==> src/rtl/muldiv_sequencer.sv <==
// Multi-cycle MUL/DIV sequencer beside the single-cycle ALU: shift-add multiply
// (low word) and signed restoring divide, stalling the pipeline while it iterates.
module muldiv_sequencer #(
  parameter int         WIDTH   = 32,
  parameter logic [4:0] ALU_MUL = 5'd10,
  parameter logic [4:0] ALU_DIV = 5'd12
) (
  input  logic             clk,
  input  logic             reset,
  input  logic             start,
  input  logic [4:0]       alu_op,
  input  logic             flush,
  input  logic [WIDTH-1:0] operand_a,
  input  logic [WIDTH-1:0] operand_b,
  output logic             stall,
  output logic             busy,
  output logic             result_valid,
  output logic [WIDTH-1:0] result
);

  localparam int               CW         = $clog2(WIDTH);
  localparam logic [WIDTH-1:0] MIN_INT    = {1'b1, {(WIDTH-1){1'b0}}};
  localparam logic [CW-1:0]    LAST_COUNT = CW'(WIDTH-1);

  typedef enum logic [1:0] {
    IDLE = 2'd0,
    CALC = 2'd1,
    DONE = 2'd2
  } state_t;

  state_t           state, state_next;
  logic [CW-1:0]    count;
  logic             op_div, neg_q;
  logic [WIDTH-1:0] reg_a, reg_b, acc, rem;

  logic             is_muldiv, is_div, accept;
  logic             div_zero, div_ovf, div_special;
  logic [WIDTH-1:0] abs_a, abs_b;
  logic [WIDTH:0]   rem_shift, diff;
  logic             q_bit;
  logic [WIDTH-1:0] acc_step, final_value;

  // reg_a is the multiplicand (MUL) or the dividend being shifted out MSB first (DIV);
  // reg_b is the multiplier or |divisor|; acc is the product or the quotient.
  always_comb begin
    is_div      = (alu_op == ALU_DIV);
    is_muldiv   = (alu_op == ALU_MUL) || is_div;
    accept      = start & is_muldiv & ~flush & ~reset & (state == IDLE);
    div_zero    = (operand_b == '0);
    div_ovf     = (operand_a == MIN_INT) && (operand_b == '1);
    div_special = is_div & (div_zero | div_ovf);
    abs_a       = operand_a[WIDTH-1] ? -operand_a : operand_a;
    abs_b       = operand_b[WIDTH-1] ? -operand_b : operand_b;
    rem_shift   = {rem, reg_a[WIDTH-1]};
    diff        = rem_shift - {1'b0, reg_b};
    q_bit       = ~diff[WIDTH];
    acc_step    = op_div ? {acc[WIDTH-2:0], q_bit}
                         : (reg_b[0] ? acc + reg_a : acc);
    final_value = (op_div && neg_q) ? -acc_step : acc_step;
  end

  always_comb begin
    state_next = state;
    case (state)
      IDLE:    if (accept) state_next = div_special ? DONE : CALC;
      CALC: begin
        if (flush)              state_next = IDLE;
        else if (count == '0)   state_next = DONE;
      end
      DONE:    state_next = IDLE;
      default: state_next = IDLE;
    endcase
    stall        = accept | (state == CALC);
    result_valid = (state == DONE) & ~flush;
  end

  always_ff @(posedge clk or posedge reset) begin
    if (reset) begin
      state <= IDLE;
      busy  <= 1'b0;
    end else begin
      state <= state_next;
      busy  <= (state_next != IDLE);
    end
  end

  always_ff @(posedge clk or posedge reset) begin
    if (reset) begin
      count  <= '0;
      op_div <= 1'b0;
      neg_q  <= 1'b0;
      reg_a  <= '0;
      reg_b  <= '0;
      acc    <= '0;
      rem    <= '0;
      result <= '0;
    end else begin
      case (state)
        IDLE: begin
          if (accept) begin
            op_div <= is_div;
            count  <= LAST_COUNT;
            acc    <= '0;
            rem    <= '0;
            if (is_div) begin
              reg_a <= abs_a;
              reg_b <= abs_b;
              neg_q <= operand_a[WIDTH-1] ^ operand_b[WIDTH-1];
            end else begin
              reg_a <= operand_a;
              reg_b <= operand_b;
              neg_q <= 1'b0;
            end
            // Special-case divides skip CALC, so their result is loaded here.
            if (div_special) result <= div_zero ? '1 : operand_a;
          end
        end
        CALC: begin
          acc   <= acc_step;
          reg_a <= reg_a << 1;
          count <= count - 1'b1;
          if (op_div) rem   <= q_bit ? diff[WIDTH-1:0] : rem_shift[WIDTH-1:0];
          else        reg_b <= reg_b >> 1;
          // The final iteration's value goes straight into result so it is valid in DONE.
          if (count == '0 && !flush) result <= final_value;
        end
        default: ;
      endcase
    end
  end

endmodule

==> config.mk <==
export PLATFORM = sky130hd
export DESIGN_NAME = muldiv_sequencer
export DESIGN_NICKNAME = d
export VERILOG_FILES = /design/src/rtl/muldiv_sequencer.sv
export SDC_FILE = /design/constraint.sdc
export NUM_CORES = 1
export LEC_CHECK = 0
export BUFFER_PORTS_ARGS = -buffer_cell sky130_fd_sc_hd__buf_2
export CAP_MARGIN = 20
export CORE_UTILIZATION = 40
export DETAILED_ROUTE_END_ITERATION = 12
export HOLD_SLACK_MARGIN = 0.06
export PLACE_DENSITY_LB_ADDON = 0.15
export SYNTH_ARGS = -nofsm -noshare
export SYNTH_HDL_FRONTEND = slang
export SYNTH_SLANG_ARGS = --single-unit
==> constraint.sdc <==
create_clock -name clk -period 6.53 [get_ports clk]
set_input_delay 0.653 -clock clk [delete_from_list [all_inputs] [get_ports clk]]
set_output_delay 0.653 -clock clk [all_outputs]
set_load 0.01 [all_outputs]
==> metrics.txt, run 1 <==
Critical Path Source Type=register; FF-to-FF setup slack=2.04 ns; Die Width=187 um; Commonest cells post-synth=206 x a21oi_1, 182 x o21ai_0, 170 x dfrtp_1; Net count, final=1907; Achievable Freq=223 MHz; drt wl/cell=18.7 um; Area Overhead vs Synth=10.6%; die area=35000 um2; initial antenna violation count=0; worst slew pin tran=1.07 ns; Cells after Synth=1725; Post-synth ARST share=100%; core area=33600 um2; Slew Limit Headroom=27.0%; largest cells by area after synthesis=dfrtp_1 31%, a21oi_1 7.5%, o21ai_0 6.7%, ha_1 6.2%, nor2_1 3.9%; Lkg Pwr=6.54 nW; Synth area leader=dfrtp_1; Worst-path clk slew=0.09 ns; root buffer cell=clkbuf_16; Initial Util=40.7%; GP Congestion=0.897; grt ovf=0; RR Endpoint=result[30]; Worst EP arrival=4.83 ns; WS Path Type=register to register; PostCTS Resize Cnt=0; Hold Crit Class=primary input to asynchronous set/reset pin; most common cell in the synthesized netlist=a21oi_1; drt drc=0; crit path capture type=register; dpl ws=1.93 ns; Post-Synth XOR/XNOR Area=7.04%; Pre-antenna DRT Iters=5; Finish-stage setup viols=0; Synth Area in Adders=6.51%; DRT iter0 DRCs=993; CTS tree=built; # rows=67; post-synthesis compound-gate area fraction=28.8%; Worst-Skew Late Latency=0.46 ns; cell area after synthesis=13700 um2; total track usage=24.1%; hold buffer count at cts=0; Die Ht=187 um; WL final=41.6 mm; Vias=13000; mux share of post-synthesis cell area=1.67%; Max rail drop VDD=0.176 mV; Synth cell types=89; maxcap violations=0; vias in the first global route=12300; area of the multi-input gates=8840 um2; flip-flop and latch area=4260 um2; min Tclk post-route=4.49 ns; Setup Total Neg Slack=0 ns; R2R depth=18; H-tree levels=4; clock sink count=170; EDFF count, synth=0; # diodes=0; Yosys warning total=0; simple-gate share of the synthesized area=20.1%; Worst Clk Skew=0.0175 ns; share of cells above drive strength 1=11.5%; Avg Inst Size Synth=7.94 um2; Setup WS post-layout=2.04 ns; maximum root-to-sink buffer count=2; PortBufs=107; FF+latch count, synth=170; Final Power=5.54 mW; layout filler cell count=3360; final hold vios=0; CTS buffer count=17; power density over the cells=366 nW/um2; count of pins over their slew limit=0; post-synthesis sequential area ratio=31.1%; status=finished clean; ANT nets after route=0; postcts setup bufs=0; RR Startpoint=reg_a[31]; syn nets=1868; crit-path max FO=11; post-route clock period utilization=68.7%; HPWL Detailed=30.2 mm; largest family of logic cells by synthesized area=compound AO/OA/AOI/OAI gates; I/O pin cnt=108; Yosys top cell area share=31.1%; Primary FF master, synth=dfrtp_1; RSZ-0062 raised after global routing=false; first-pass GRT wire length=67.6 mm; largest net degree at the start of global routing=95; crit path launch=reg_a[31]; Required @ worst endpoint=6.88 ns; Worst Setup EP=result[30]; DR vias/cell=5.85
[flip-flops by register name, indices dropped and copies added, names as in the netlist]
register,cells
acc,32
busy,1
count,5
neg_q,1
op_div,1
reg_a,32
reg_b,32
rem,32
result,32
state,2
[worst max-delay path, cell delays in order, from the launching register on]
cell and delay [ns]:
dfrtp_1 0.44, inv_1 0.10, ha_1 0.20, fa_1 0.20, nor2b_1 0.07, o31a_1 0.27, o221ai_1 0.22, nor2_1 0.14
a2111o_1 0.54, a21oi_1 0.24, mux2i_1 0.21, buf_4 0.21, ha_1 0.21, nand2_1 0.09, nor2_1 0.28, and4_4 0.33
nand2_2 0.09, o21a_1 0.19, o32a_1 0.35
[placed cells by master, fill, tap and decap left out, types with 34 or more instances in the layout]
cell     count
a21o_1      37
a21oi_1    205
buf_2      107
dfrtp_1    169
ha_1        68
inv_1       59
nand2_1    127
nand3_1     66
nor2_1     140
nor3_1      34
o21ai_0    182
xnor2_1     60
xor2_1      49
[layout make-up]
cell class              instances  share of cell area [%]
flip-flops and latches        170                    28.1
multi-input cells            1390                    58.4
repair buffers                124                    4.51
clock buffers                  17                    2.81
well taps                     448                    3.70
inverters                      61                    1.54
clock inverters                15                   0.983
[metrics by stage]
step / util (%) / cells / hold WS, ns / area [um2]
floorplan: - / 1725 / 0.446 / 13700
global placement: 43.3 / 2192 / 0.466 / 14500
detailed placement: 43.3 / 2192 / 0.470 / 14500
CTS: 45.0 / 2224 / 0.440 / 15100
global route: 45.1 / 2225 / 0.493 / 15100
finish: 45.1 / 2225 / 0.406 / 15100
[power by group]
part | internal, mW | leakage [nW] | total (mW) | switching [mW]
sequential | 1.30 | 2.11 | 1.58 | 0.274
clock | 0.510 | 0.281 | 1.04 | 0.525
combinational | 1.18 | 4.14 | 2.93 | 1.75
[routing by layer]
layer	wire [um]	track usage (%)	up-vias	share of wire, %
met4	911	7.69	0	2.2
met1	20700	35.7	6229	50
li1	-	-	6408	-
met5	0	0	-	0
met2	18200	36.3	331	44
met3	1820	3.06	45	4.4
[cell families after synthesis]
logic type                 after synthesis
adders and majority gates               70
xor gates and xnor gates               110
DFF                                    170
buffers and inverters                  165
muxes                                   22
and+or+nand+nor                        546
AOI/OAI and AO/OA                      642
[worst min-delay path by stage]
stage / slack, ns / end / startpoint / depth (start not counted)
2_1_floorplan: 0.45 / count[3] / count[3] / 1
3_3_place_gp: 0.47 / count[3] / count[3] / 1
3_5_place_dp: 0.47 / count[3] / count[3] / 1
4_1_cts: 0.44 / busy / reset / 2
5_1_grt: 0.49 / busy / reset / 2
6_report: 0.41 / busy / reset / 2
No activity file was read; power rests on OpenSTA's default activity.
==> inputs of run 2 (changes only) <==
Settings changed: ABC_AREA set to 1.
Clock period 6.53 ns to 4.5 ns, I/O delays scaled along.
==> metrics.txt, run 2 <==
Finish-stage setup viols=0; I/O pin cnt=108; post-synthesis sequential area ratio=28.4%; Vias=15500; H-tree levels=4; WP buf/inv=4; most frequent cells in the layout=633 x nand2_1, 346 x inv_1, 210 x nor2_1, 169 x dfrtp_1, 145 x a21oi_1; most common cell in the synthesized netlist=nand2_1; largest net degree at the start of global routing=171; root buffer cell=clkbuf_16; maximum root-to-sink buffer count=2; total track usage=27.2%; layout filler cell count=3921; EDFF count, synth=0; Avg Inst Size Synth=6.49 um2; CTS tree=built; Synth cell types=64; Critical Path Source Type=register; initial antenna violation count=1; post-route clock period utilization=89.4%; grt ovf=0; drt drc=0; PostCTS Resize Cnt=0; Synth area leader=dfrtp_1; worst slew pin tran=1.07 ns; Die Ht=196 um; power density over the cells=673 nW/um2; first-pass GRT wire length=80.9 mm; core area=36800 um2; FF+latch count, synth=170; Worst EP arrival=4.37 ns; # diodes=0; Max rail drop VDD=0.390 mV; DR vias/cell=5.42; Initial Util=40.8%; Worst Clk Skew=0.0170 ns; die area=38300 um2; Primary FF master, synth=dfrtp_1; ANT nets after route=0; syn nets=2453; share of cells above drive strength 1=11.0%; # rows=70; RSZ-0062 raised after global routing=false; largest stage delay on the critical path=0.43 ns; Pre-antenna DRT Iters=5; Slew Limit Headroom=28.9%; PortBufs=107; postcts setup bufs=0; hold buffer count at cts=0; drt wl/cell=17.7 um; crit-path max FO=4; maxcap violations=0; Yosys warning total=0; status=finished clean; GP Congestion=0.974; count of pins over their slew limit=0; final hold slack=0.196 ns; Required @ worst endpoint=4.85 ns; Most common cell on crit path=nand2_1; most common cell after layout, fill and taps aside=nand2_1; clock sink count=170; Worst-path clk slew=0.07 ns; WS Path Type=register to register; CTS buffer count=17; Post-synth ARST share=100%; cell area after synthesis=15000 um2; slowest cell on the critical path=fa_1; Yosys top cell area share=28.4%; Die Width=196 um; Area Overhead vs Synth=10.2%; DRT iter0 DRCs=1118; Final Power=11.1 mW; Hold Crit Class=primary input to asynchronous set/reset pin; Cells after Synth=2310; vias in the first global route=14600; largest cells by area after synthesis=dfrtp_1 28%, nand2_1 16%, inv_1 8.7%, ha_1 5.7%, nor2_1 5.3%; min Tclk post-route=4.02 ns; WL final=50.8 mm; Achievable Freq=249 MHz; crit path capture type=register; HPWL Detailed=39.1 mm; Lkg Pwr=8.26 nW; Commonest cells post-synth=633 x nand2_1, 347 x inv_1, 212 x nor2_1; Worst-Skew Late Latency=0.47 ns; Top delay family on crit path=simple AND/OR/NAND/NOR gates; Net count, final=2529; final hold vios=0; Setup Total Neg Slack=0 ns
[run 2: cell count changes in the layout (fill, tap and decap cells not counted), moves of 28 or more]
cell / change
o211ai_1: +28
a21o_1: -33
o21ai_0: -51
xnor2_1: -40
nand3_1: +78
a22oi_1: -30
o221ai_1: +29
inv_1: +287
a21oi_1: -60
nor2_1: +70
nand2_1: +506
[run 2: final cells by class]
cell class                      count  area [um2]  share of cell area [%]
Timing Repair Buffer              129         713                    4.32
Inverter                          361        1360                    8.25
Clock buffer                       18         439                    2.66
Clock inverter                     14         139                   0.841
Sequential cell                   170        4260                    25.8
Tap cell                          468         586                    3.54
Multi-Input combinational cell   1707        9020                    54.6
[run 2: through the flow]
step | worst slack, ns | std cells | cell area [um2] | util (%)
after floorplan | 0.458 | 2310 | 15000 | -
after global placement | 0.541 | 2835 | 15900 | 43.3
after detailed placement | 0.481 | 2835 | 15900 | 43.3
after CTS | 0.448 | 2867 | 16500 | 44.9
after global routing | 0.00652 | 2867 | 16500 | 44.9
final | 0.479 | 2867 | 16500 | 44.9
[run 2: report_power, final]
group          internal [mW]  switching, mW
Sequential              2.00          0.499
Clock                  0.791          0.744
Combinational           2.32           4.77
Total                   5.11           6.01
[run 2: path summary, 6_finish.rpt]
kind / startpoint / to / slack, ns / depth (start not counted)
max: reg_a[31] / result[28] / 0.48 / 29
min: reset / busy / 0.20 / 3
max reg2reg: reg_a[31] / result[28] / 0.48 / 29
min reg2reg: result[3] / result[3] / 0.48 / 2
max in group asynchronous: reset / result[18] / 3.45 / 3
min in group clk: operand_a[0] / result[0] / 0.29 / 3
[run 2: per-layer routing]
metal,wire length [um],GRT usage (%)
met1,24200,38.1
met2,22200,42.1
met3,2940,4.32
met4,1440,9.54
met5,36,0
[run 2: worst reg2reg max path, delay by kind of cell (launching register included)]
family,cells,cell delay (ns)
fa+ha+maj,3,0.82
flops,1,0.36
buf+inv,4,0.23
compound gates,2,0.28
simple gates,20,2.20
[run 2: cells by family (layout without fill, tap and decap cells)]
family / count (synthesis) / count (layout) / share of synthesized area (%)
XOR/XNOR: 52 / 52 / 3.04
AO/OA/AOI/OAI: 450 / 450 / 18.3
AND/OR/NAND/NOR: 1135 / 1135 / 32.8
flip-flops: 170 / 170 / 28.4
buffers and inverters: 433 / 522 / 11.5
adder cells (fa/ha/maj): 70 / 70 / 5.94
